<file path="config.mk">
export PLATFORM = sky130hd
export DESIGN_NAME = boss_draw
export DESIGN_NICKNAME = d
export VERILOG_FILES = /design/src/rtl/vga_pkg.sv /design/src/rtl/boss_rom.sv /design/src/rtl/boss_draw.sv
export SDC_FILE = /design/constraint.sdc
export NUM_CORES = 1
export LEC_CHECK = 0
export CAP_MARGIN = 40
export CORE_MARGIN = 5
export CORE_UTILIZATION = 49
export CTS_BUF_LIST = sky130_fd_sc_hd__clkbuf_8
export CTS_CLUSTER_SIZE = 40
export DETAILED_ROUTE_END_ITERATION = 16
export HOLD_SLACK_MARGIN = 0.03
export PLACE_DENSITY = 0.89
export SETUP_SLACK_MARGIN = 0.1
export SYNTH_ARGS = -nofsm -noshare
export SYNTH_HDL_FRONTEND = slang
export SYNTH_SLANG_ARGS = --single-unit
</file>
<file path="constraint.sdc">
create_clock -name clk -period 2.75 [get_ports clk]
set_clock_uncertainty 0.05 [all_clocks]
set_input_delay 0.55 -clock clk [delete_from_list [all_inputs] [get_ports clk]]
set_output_delay 0.55 -clock clk [all_outputs]
set_load 0.02 [all_outputs]
</file>
<file path="src/rtl/vga_pkg.sv">
// Shared VGA geometry, boss sprite constants and the boss sprite image.
package vga_pkg;

    localparam int HOR_PIXELS = 1024;
    localparam int VER_PIXELS = 768;

    // Boss sprite half-extents in pixels (box is 2*BOSS_LNG x 2*BOSS_HGT).
    localparam int BOSS_LNG = 16;
    localparam int BOSS_HGT = 16;

    localparam logic [11:0] BOSS_KEY_COLOR    = 12'hF0F;
    localparam logic [11:0] BOSS_FLASH_COLOR  = 12'hFFF;
    localparam logic [7:0]  BOSS_FLASH_FRAMES = 8'd8;

    localparam int BOSS_W    = 2 * BOSS_LNG;
    localparam int BOSS_H    = 2 * BOSS_HGT;
    localparam int COL_BITS  = $clog2(BOSS_W);
    localparam int ROW_BITS  = $clog2(BOSS_H);
    localparam int ROM_DEPTH = BOSS_W * BOSS_H;
    localparam int ROM_AW    = COL_BITS + ROW_BITS;

    // Signed 13-bit copies of the box extents for screen-space comparisons.
    localparam logic signed [12:0] BOSS_LNG_S = 13'(BOSS_LNG);
    localparam logic signed [12:0] BOSS_HGT_S = 13'(BOSS_HGT);
    localparam logic signed [12:0] BOSS_W_S   = 13'(BOSS_W);
    localparam logic signed [12:0] BOSS_H_S   = 13'(BOSS_H);

    localparam logic [11:0] BOSS_X_RST = 12'(HOR_PIXELS - HOR_PIXELS / 4);
    localparam logic [11:0] BOSS_Y_RST = 12'(VER_PIXELS - 52 - BOSS_HGT);

    typedef enum logic {
        FACE_RIGHT = 1'b0,
        FACE_LEFT  = 1'b1
    } facing_t;

    typedef struct packed {
        logic [10:0] hcount;
        logic [10:0] vcount;
        logic        hsync;
        logic        vsync;
        logic        hblnk;
        logic        vblnk;
        logic [11:0] rgb;
    } vga_bus_t;

    // Boss image contents, indexed by row*BOSS_W + col. The two centre
    // pixels of the middle row hold 12'h123, every column with col%8==5 is
    // transparent, and all other pixels encode their own row/column.
    function automatic logic [11:0] boss_pixel(input logic [ROM_AW-1:0] addr);
        logic [ROW_BITS-1:0] row;
        logic [COL_BITS-1:0] col;
        logic [11:0]         pix;
        row = addr[ROM_AW-1:COL_BITS];
        col = addr[COL_BITS-1:0];
        if ((row == ROW_BITS'(BOSS_HGT)) &&
            ((col == COL_BITS'(BOSS_LNG)) || (col == COL_BITS'(BOSS_LNG - 1)))) begin
            pix = 12'h123;
        end else if (col[2:0] == 3'd5) begin
            pix = BOSS_KEY_COLOR;
        end else begin
            pix = 12'({row, col});
        end
        return pix;
    endfunction

endpackage

</file>
<file path="src/rtl/boss_rom.sv">
// Boss sprite storage: synchronous read with one cycle of latency.
module boss_rom
    import vga_pkg::*;
(
    input  logic              clk,
    input  logic              rst,
    input  logic [ROM_AW-1:0] addr,
    output logic [11:0]       data
);

    // Registered read port; cleared by reset so the pipeline restarts clean.
    always_ff @(posedge clk) begin
        if (rst) begin
            data <= 12'h000;
        end else begin
            data <= boss_pixel(addr);
        end
    end

endmodule

</file>
<file path="src/rtl/boss_draw.sv">
// Boss sprite overlay: two-stage pipeline merging the boss image into the
// incoming VGA stream, with per-frame position latch, facing and hit flash.
module boss_draw
    import vga_pkg::*;
(
    input  logic        clk,
    input  logic        rst,
    input  logic        frame_tick,
    input  logic [1:0]  game_active,
    input  logic [11:0] boss_x,
    input  logic [11:0] boss_y,
    input  logic        boss_hit,
    input  logic [10:0] hcount_in,
    input  logic [10:0] vcount_in,
    input  logic        hsync_in,
    input  logic        vsync_in,
    input  logic        hblnk_in,
    input  logic        vblnk_in,
    input  logic [11:0] rgb_in,
    output logic [10:0] hcount_out,
    output logic [10:0] vcount_out,
    output logic        hsync_out,
    output logic        vsync_out,
    output logic        hblnk_out,
    output logic        vblnk_out,
    output logic [11:0] rgb_out
);

    // Frame-stable boss state
    logic [11:0] bx;
    logic [11:0] by;
    facing_t     facing;
    logic [7:0]  flash_cnt;

    // Stage 1 geometry
    logic signed [12:0]  hpos;
    logic signed [12:0]  vpos;
    logic signed [12:0]  box_x0;
    logic signed [12:0]  box_y0;
    logic signed [12:0]  col;
    logic signed [12:0]  row;
    logic [COL_BITS-1:0] col_src;
    logic [ROM_AW-1:0]   rom_addr;
    logic                in_box;
    logic                draw;
    logic                flash_on;

    // Pipeline registers
    vga_bus_t    s1_bus;
    logic        s1_draw;
    logic        s1_flash;
    logic [11:0] rom_data;
    vga_bus_t    out_bus;
    logic [11:0] rgb_merged;

    // Latch position, facing and flash counter once per frame / on hit.
    always_ff @(posedge clk) begin
        if (rst) begin
            bx        <= BOSS_X_RST;
            by        <= BOSS_Y_RST;
            facing    <= FACE_RIGHT;
            flash_cnt <= 8'd0;
        end else begin
            if (frame_tick) begin
                bx <= boss_x;
                by <= boss_y;
                if (boss_x < bx) begin
                    facing <= FACE_LEFT;
                end else if (boss_x > bx) begin
                    facing <= FACE_RIGHT;
                end else begin
                    facing <= facing;
                end
            end
            if (game_active != 2'd1) begin
                flash_cnt <= 8'd0;
            end else if (boss_hit) begin
                flash_cnt <= BOSS_FLASH_FRAMES;
            end else if (frame_tick && (flash_cnt != 8'd0)) begin
                flash_cnt <= flash_cnt - 8'd1;
            end else begin
                flash_cnt <= flash_cnt;
            end
        end
    end

    // Box test in signed screen space (no wrap) and ROM address with mirroring.
    // Box dimensions are powers of two, so row*width+col is a concatenation.
    always_comb begin
        hpos   = $signed({2'b00, hcount_in});
        vpos   = $signed({2'b00, vcount_in});
        box_x0 = $signed({1'b0, bx}) - BOSS_LNG_S;
        box_y0 = $signed({1'b0, by}) - BOSS_HGT_S;
        in_box = (hpos >= box_x0) && (hpos < (box_x0 + BOSS_W_S)) &&
                 (vpos >= box_y0) && (vpos < (box_y0 + BOSS_H_S));
        col    = hpos - box_x0;
        row    = vpos - box_y0;
        if (facing == FACE_LEFT) begin
            col_src = COL_BITS'(BOSS_W - 1) - col[COL_BITS-1:0];
        end else begin
            col_src = col[COL_BITS-1:0];
        end
        rom_addr = {row[ROW_BITS-1:0], col_src};
        draw     = in_box && !hblnk_in && !vblnk_in && (game_active == 2'd1);
        flash_on = (flash_cnt != 8'd0) && flash_cnt[0];
    end

    boss_rom u_rom (
        .clk  (clk),
        .rst  (rst),
        .addr (rom_addr),
        .data (rom_data)
    );

    // Stage 1: carry timing, background and draw decision alongside the ROM read.
    always_ff @(posedge clk) begin
        if (rst) begin
            s1_bus   <= '0;
            s1_draw  <= 1'b0;
            s1_flash <= 1'b0;
        end else begin
            s1_bus.hcount <= hcount_in;
            s1_bus.vcount <= vcount_in;
            s1_bus.hsync  <= hsync_in;
            s1_bus.vsync  <= vsync_in;
            s1_bus.hblnk  <= hblnk_in;
            s1_bus.vblnk  <= vblnk_in;
            s1_bus.rgb    <= rgb_in;
            s1_draw       <= draw;
            s1_flash      <= flash_on;
        end
    end

    // Pick sprite, flash or background colour for the stage-2 register.
    always_comb begin
        if (s1_draw && (rom_data != BOSS_KEY_COLOR)) begin
            if (s1_flash) begin
                rgb_merged = BOSS_FLASH_COLOR;
            end else begin
                rgb_merged = rom_data;
            end
        end else begin
            rgb_merged = s1_bus.rgb;
        end
    end

    // Stage 2: registered outputs.
    always_ff @(posedge clk) begin
        if (rst) begin
            out_bus <= '0;
        end else begin
            out_bus     <= s1_bus;
            out_bus.rgb <= rgb_merged;
        end
    end

    assign hcount_out = out_bus.hcount;
    assign vcount_out = out_bus.vcount;
    assign hsync_out  = out_bus.hsync;
    assign vsync_out  = out_bus.vsync;
    assign hblnk_out  = out_bus.hblnk;
    assign vblnk_out  = out_bus.vblnk;
    assign rgb_out    = out_bus.rgb;

endmodule

</file>
# == Word level (Yosys, flattened, before mapping) ==
# Cells that the tools add are included.
# totals
regBits,123
latch_bits,0
ramBits,0
romBits,0
out_inout_bits,38
word_cells,75
mem_count,0
# classes
n_addsub,8
mul,0
n_div,0
magnitude_cmp,6
eq_ne,7
shifts,0
n_mux,9
bitwise,0
n_reduce_logical,21
# ops
operator,count
12-bit two-way mux,3
13-bit by 7-bit adder with 13-bit output (second input constant),2
12-bit by 13-bit greater-or-equal comparator with 1-bit output,2
12-bit by 13-bit < comparator with 1-bit output,2
12-bit by 5-bit subtractor with 13-bit output (second input constant),2
12-bit greater-than comparator,1
12-bit < comparator,1
12-bit inequality test (second input constant),1
5-bit == test (second input constant),2
1-bit logical AND,10
5-bit subtractor,2
9-bit two-way mux,1
4-bit two-way mux,2
8-bit nonzero test,1
8-bit by 1-bit subtractor with 8-bit output (second input constant),1
3-bit OR reduction,2
5-bit by 4-bit == test with 1-bit output (second input constant),1
5-bit two-way mux,1
5-bit subtractor (first input constant),1
2-bit nonzero test,2
2-bit OR reduction,2
3-bit == test (second input constant),1
2-bit by 1-bit == test with 1-bit output (second input constant),1
1-bit logical NOT,2
other kinds (4),5

# == Depth between registers and ports, before layout ==
# depth
word_depth,9
depth_mapped,14
depth_no_buf,13

# == By module ==
# From an unflattened synthesis, not the netlist that was laid out.
# unflattened
cells_unflattened,615
area_unflattened_um2,5800.6
# by_module_without_submodules
module,n_inst,cells_each,area_each_um2
boss_draw,1,574,5366.4
boss_rom,1,41,434.2

# == Least setup slack after synthesis ==
# OpenSTA, ideal clock, no wires.
# synth_timing
kind,reg-to-reg
from,register bx[4]
to,register s1_draw
setup_ns,0.088
arrival_time_ns,2.878
required_time_ns,2.612
path_slack_ns,-0.266
stages_incl_launch_ff,14
n_path_buf,1
synth_period_minus_slack_ns,3.016
path_cell_list,dfxtp_1 inv_1 ha_1 clkbuf_1 or3b_1 or3_1 xnor2_1 xor2_1 ha_1 nand4_1 nor2_1 a221oi_1 o22ai_1 nor4_2
# synth_via
elab_chain_len,9
elab_cells_between_ends,10
# synth_lines
element,line,text
"start, declared",boss_draw.sv:30,logic [11:0] bx;
"start signal, assigned",boss_draw.sv:65,bx <= boss_x;
12-bit by 5-bit subtractor with 13-bit output (*),boss_draw.sv:92,"box_x0 = $signed({1'b0, bx}) - BOSS_LNG_S;"
13-bit by 7-bit adder with 13-bit output,boss_draw.sv:94,in_box = (hpos >= box_x0) && (hpos < (box_x0 + BOSS_W_S)) &&
12-bit by 13-bit < comparator with 1-bit output,boss_draw.sv:94,
1-bit logical AND (*) (2 in a row),boss_draw.sv:94,
1-bit logical AND (*),boss_draw.sv:95,(vpos >= box_y0) && (vpos < (box_y0 + BOSS_H_S));
1-bit logical AND (*) (3 in a row),boss_draw.sv:104,draw = in_box && !hblnk_in && !vblnk_in && (game_active == 2'd1);
"end signal, assigned",boss_draw.sv:129,s1_draw <= draw;
"end, declared",boss_draw.sv:50,logic s1_draw;
# Mark *: on every way between the ends. The rest lies on a longest branch, timed or not.
# A chain may end at the register's enable or synchronous reset.

# == Worst setup path after layout ==
# layout_timing
from,register bx[5]
to,register s1_draw
# Same word-level chain as after synthesis.

==> results_tabular.tex <==
\begin{tabular}{lr}
\hline
Metric & Value \\
\hline
\multicolumn{2}{l}{\textbf{Route}} \\
\quad First-pass DRT Iterations & 5 \\
\quad Post-route DRC violation count & 0 \\
\quad Antenna violation net count after detailed routing & 0 \\
\quad Routed vias & slightly below 5k \\
\quad Number of violations reported at the end of detailed-routing iteration 0 & around 270 \\
\quad Vias/cell & between 5 and 6 \\
\quad Routed length per placed instance & $\sim$15 µm \\
\quad Final WL & about 14000 µm \\
\multicolumn{2}{l}{\textbf{Timing}} \\
\quad Final TNS setup & -0.01128 ns \\
\quad Setup repair after global routing missed its margin & true \\
\quad Share of the cycle needed by the critical path after routing & 100.4\% \\
\quad Max Fclk & $\sim$360 MHz \\
\quad Fin worst setup slack & -0.01128 ns \\
\quad Actual transition at the worst max-transition pin & between 0.7 and 0.8 ns \\
\quad Hold Violations, Final & 0 \\
\quad Slew Limit Headroom & a little under half \\
\quad Final number of setup-violating endpoints & 1 \\
\quad Shortest period the worst path allows & about 2.8 ns \\
\quad Count of final max-slew check failures & 0 \\
\multicolumn{2}{l}{\textbf{Place}} \\
\quad IO Port Bufs & between 100 and 150 \\
\quad Worst slack, placed & -0.3133 ns \\
\quad Global placer's final weighted congestion & 0.8706 \\
\quad Dpl cell area & 0.007353 mm² \\
\quad HPWL after detailed placement & 10440 µm \\
\multicolumn{2}{l}{\textbf{Global route}} \\
\quad Aggregate global routing overflow & 0 \\
\quad GR Util All Layers & between 20\% and 30\% \\
\quad Wire length of the first global-routing pass & $\sim$23000 µm \\
\quad Number of global-route vias before repair & 5082 \\
\quad Antenna violations before repair & 0 \\
\quad Largest net degree at the start of global routing & 76 \\
\multicolumn{2}{l}{\textbf{Die}} \\
\quad Width of the die & $\sim$120 µm \\
\quad Initial core utilization & 49.35\% \\
\quad Number of I/O pins & 106 \\
\quad Number of cell rows & 40 \\
\quad Area of the die & between 0.01 and 0.015 mm² \\
\quad Vertical die dimension & 119.3 µm \\
\quad Floorplan core area & around 0.012 mm² \\
\multicolumn{2}{l}{\textbf{Final layout}} \\
\quad Share of post-route cells with drive strength above 1 & 13.99\% \\
\quad Fraction of the core area covered by cells at the end of the flow & 66.61\% \\
\quad Final standard cell area without fillers & approximately 0.0079 mm² \\
\quad Most common cell after layout, fill and taps aside & dfxtp\_1 \\
\quad Top library cells by usage in the layout, fill and taps aside & dfxtp\_1, clkdlybuf4s50\_1, nor2b\_1, nor2\_1, ha\_1 \\
\quad \# nets final & $\sim$900 \\
\quad Diodes inserted & 0 \\
\quad Fill cell count & 877 \\
\quad Relative area change from synthesis to final layout & 34.99\% \\
\multicolumn{2}{l}{\textbf{Clock tree}} \\
\quad Clock network latency to the later pin of the worst-skew pair & 0.43 ns \\
\quad CTS max path bufs & 2 \\
\quad Number of sinks handled by clock tree synthesis & approximately 120 \\
\quad Clock edge transition at the registers on the reported setup and hold paths & $\sim$0.070 ns \\
\quad Clock Tree Root & clkbuf\_8 \\
\quad Number of levels the H-tree was split into & 4 \\
\quad TritonCTS clock tree & done \\
\quad Clock buffers created by TritonCTS & 17 \\
\quad Hold\_buf cts & 0 \\
\multicolumn{2}{l}{\textbf{Yosys}} \\
\quad Fraction of the mapped netlist area in compound gates & between 10\% and 20\% \\
\quad Most used flip-flop cell after synthesis & dfxtp\_1 \\
\quad Post-synthesis async set-or-reset flop share & 0\% \\
\quad Cell types with the largest area share after synthesis & dfxtp\_1, ha\_1, nor2b\_1, nor2\_1, mux2i\_1 \\
\quad Synth area leader & dfxtp\_1 \\
\quad Nets in the synthesized netlist & between 700 and 800 \\
\quad Largest family of logic cells by synthesized area & simple AND/OR/NAND/NOR gates \\
\quad Number of flops mapped to enable cells by yosys & 0 \\
\quad Area share of and/or/nand/nor cells after synthesis & approximately a fifth \\
\quad Syn Inst Count & roughly 640 \\
\quad Number of synthesized register bits & $\sim$120 \\
\quad Avg Synthesized Cell Area & just over 9 µm² \\
\quad Netlist area before placement & between 0.005 and 0.006 mm² \\
\quad Count of cell types in the netlist & 53 \\
\quad Portion of the post-synthesis area used by sequential elements & about two fifths \\
\quad Synthesized-area fraction occupied by adder cells & 11.80\% \\
\quad Area share of xor/xnor cells in the synthesized design & approximately 6.3\% \\
\quad Portion of synthesized cell area occupied by the leading cell type & approximately two fifths \\
\quad Total of warnings raised by yosys & 0 \\
\quad Multiplexer share of the synthesized area & under 10\% \\
\multicolumn{2}{l}{\textbf{Power}} \\
\quad Power per unit of standard cell area & approximately 600 mW/mm² \\
\quad Static power due to leakage & 3.316 nW \\
\quad Peak VDD IR & between 0.2 and 0.3 mV \\
\multicolumn{2}{l}{\textbf{Flow run}} \\
\quad Number of max-cap violations & 0 \\
\multicolumn{2}{l}{\textbf{Outcome}} \\
\quad Outcome & finished, violations left \\
\quad Violated checks & setup timing \\
\multicolumn{2}{l}{\textbf{Setup path}} \\
\quad Buffers \& Inverters on Critical Path & 1 \\
\quad CP max stage delay & just under 0.4 ns \\
\quad CP top delay family & simple AND/OR/NAND/NOR gates \\
\quad Cell-by-cell trace of the critical path & inv\_2 > ha\_4 > or3b\_4 > or3\_4 > xnor2\_4 > xor2\_1 > ha\_1 > nand4\_1 > nor2\_1 > a221oi\_2 > o22ai\_2 > nor4\_2 \\
\quad Launching point of the worst reg2reg path & bx[5] \\
\quad Startpoint class of the critical path & flip-flop \\
\quad Capture point of the worst reg-to-reg path & s1\_draw \\
\quad Maximum net fanout on the critical path & 3 \\
\quad Arrival time reported for the critical path endpoint & around 3.1 ns \\
\quad Cell with the largest stage delay on the worst path & or3b\_4 \\
\quad Crit. End Element & flip-flop \\
\quad Required time worst endpoint & 3.04 ns \\
\quad Path type of the worst setup path & flip-flop to flip-flop \\
\quad Length in cells of the worst reg-to-reg path & 12 \\
\quad Flop-to-flop setup slack & -0.01 ns \\
\multicolumn{2}{l}{\textbf{Worst hold path}} \\
\quad Terminating pin of the worst hold path & vcount\_out[4] \\
\quad Worst hold path startpoint & s1\_bus[20] \\
\quad Kind of path behind the tightest hold check & flip-flop to flip-flop \\
\quad Hold path cells & 1 \\
\hline
\end{tabular}
## cell families after synthesis
group | count (synthesis)
AO/OA/AOI/OAI | 99
buffers and inverters | 64
adder cells (fa/ha/maj) | 54
flip-flops | 122
XOR/XNOR | 42
multiplexers | 22
AND/OR/NAND/NOR | 233
## Yosys cell counts, drive strengths merged (2+ instances only)
cell type and instances:
nand2b 3, buf 6, a21oi 26, a211oi 15, xor2 18, inv 32
dfxtp 122, or3b 2, a2111oi 2, o21ai 14, o22ai 2, nor4 6
mux2i 22, o21a 4, a31oi 4, nor2b 69, nand4 6, o211ai 10
nand3 9, a21o 8, or4 4, o31a 3, o31ai 3, nor3b 2
clkbuf 26, or2 2, xnor2 24, nor3 19, nor2 66, nand2 27
and3 4, fa 2, and2 3, ha 52, or3 7
## worst max-delay path by stage
stage               depth (start not counted)  slack, ns            end    startpoint
finish                                     12      -0.01        s1_draw         bx[5]
global route                               12      -0.14        s1_draw         bx[5]
CTS                                        12       0.03        s1_draw         bx[5]
detailed placement                         11      -0.31  u_rom.data[2]  hcount_in[0]
global placement                           11      -0.21  u_rom.data[3]  hcount_in[0]
floorplan                                  13      -0.05        s1_draw         bx[5]
## power by group
part | switching [W] | leakage [nW] | internal, W
Sequential | 0.0000562 | 1.01 | 0.00187
Combinational | 0.000457 | 2.07 | 0.000483
Clock | 0.000668 | 0.234 | 0.00110
## layout make-up
type | instances | area (µm²) | share of cell area, %
Inverter | 32 | 120.1 | 1.520
Timing Repair Buffer | 152 | 1421 | 17.99
Tap cell | 147 | 183.9 | 2.328
Sequential cell | 122 | 2446 | 30.96
Multi-Input combinational cell | 450 | 3291 | 41.65
Clock buffer | 19 | 261.5 | 3.310
Clock inverter | 11 | 177.7 | 2.249
## flip-flops by register name, summed over array words and instances (netlist names)
signal,flops
s1_bus,38
bx,12
by,12
rgb_out,12
hcount_out,11
u_rom.data,11
vcount_out,11
flash_cnt,8
facing,1
hblnk_out,1
hsync_out,1
s1_draw,1
s1_flash,1
vblnk_out,1
vsync_out,1
## per-layer routing
metal	vias to the layer above	global-route usage [%]	routed length, µm
li1	2458	-	-
met1	2292	23.18	5875
met2	149	34.44	7060
met3	20	5.793	839
met4	0	8.447	244
met5	-	0	0
## timing repair
item                       in CTS  in global routing
pin swaps                      15                  0
setup endpoints to repair       1                  9
gates resized for setup        12                 10
gates cloned                    0                  0
setup buffers                   2                  0
## through the flow
step | cells | power [W] | hold WS [ns]
detailed placement | 901 | 0.002846 | 0.3704
finish | 933 | 0.004636 | 0.3816
global placement | 900 | 0.002798 | 0.3689
CTS | 933 | 0.004642 | 0.3846
floorplan | 636 | 0.002487 | 0.3638
global route | 933 | 0.004846 | 0.4042
(Power assumes the default switching activity.)
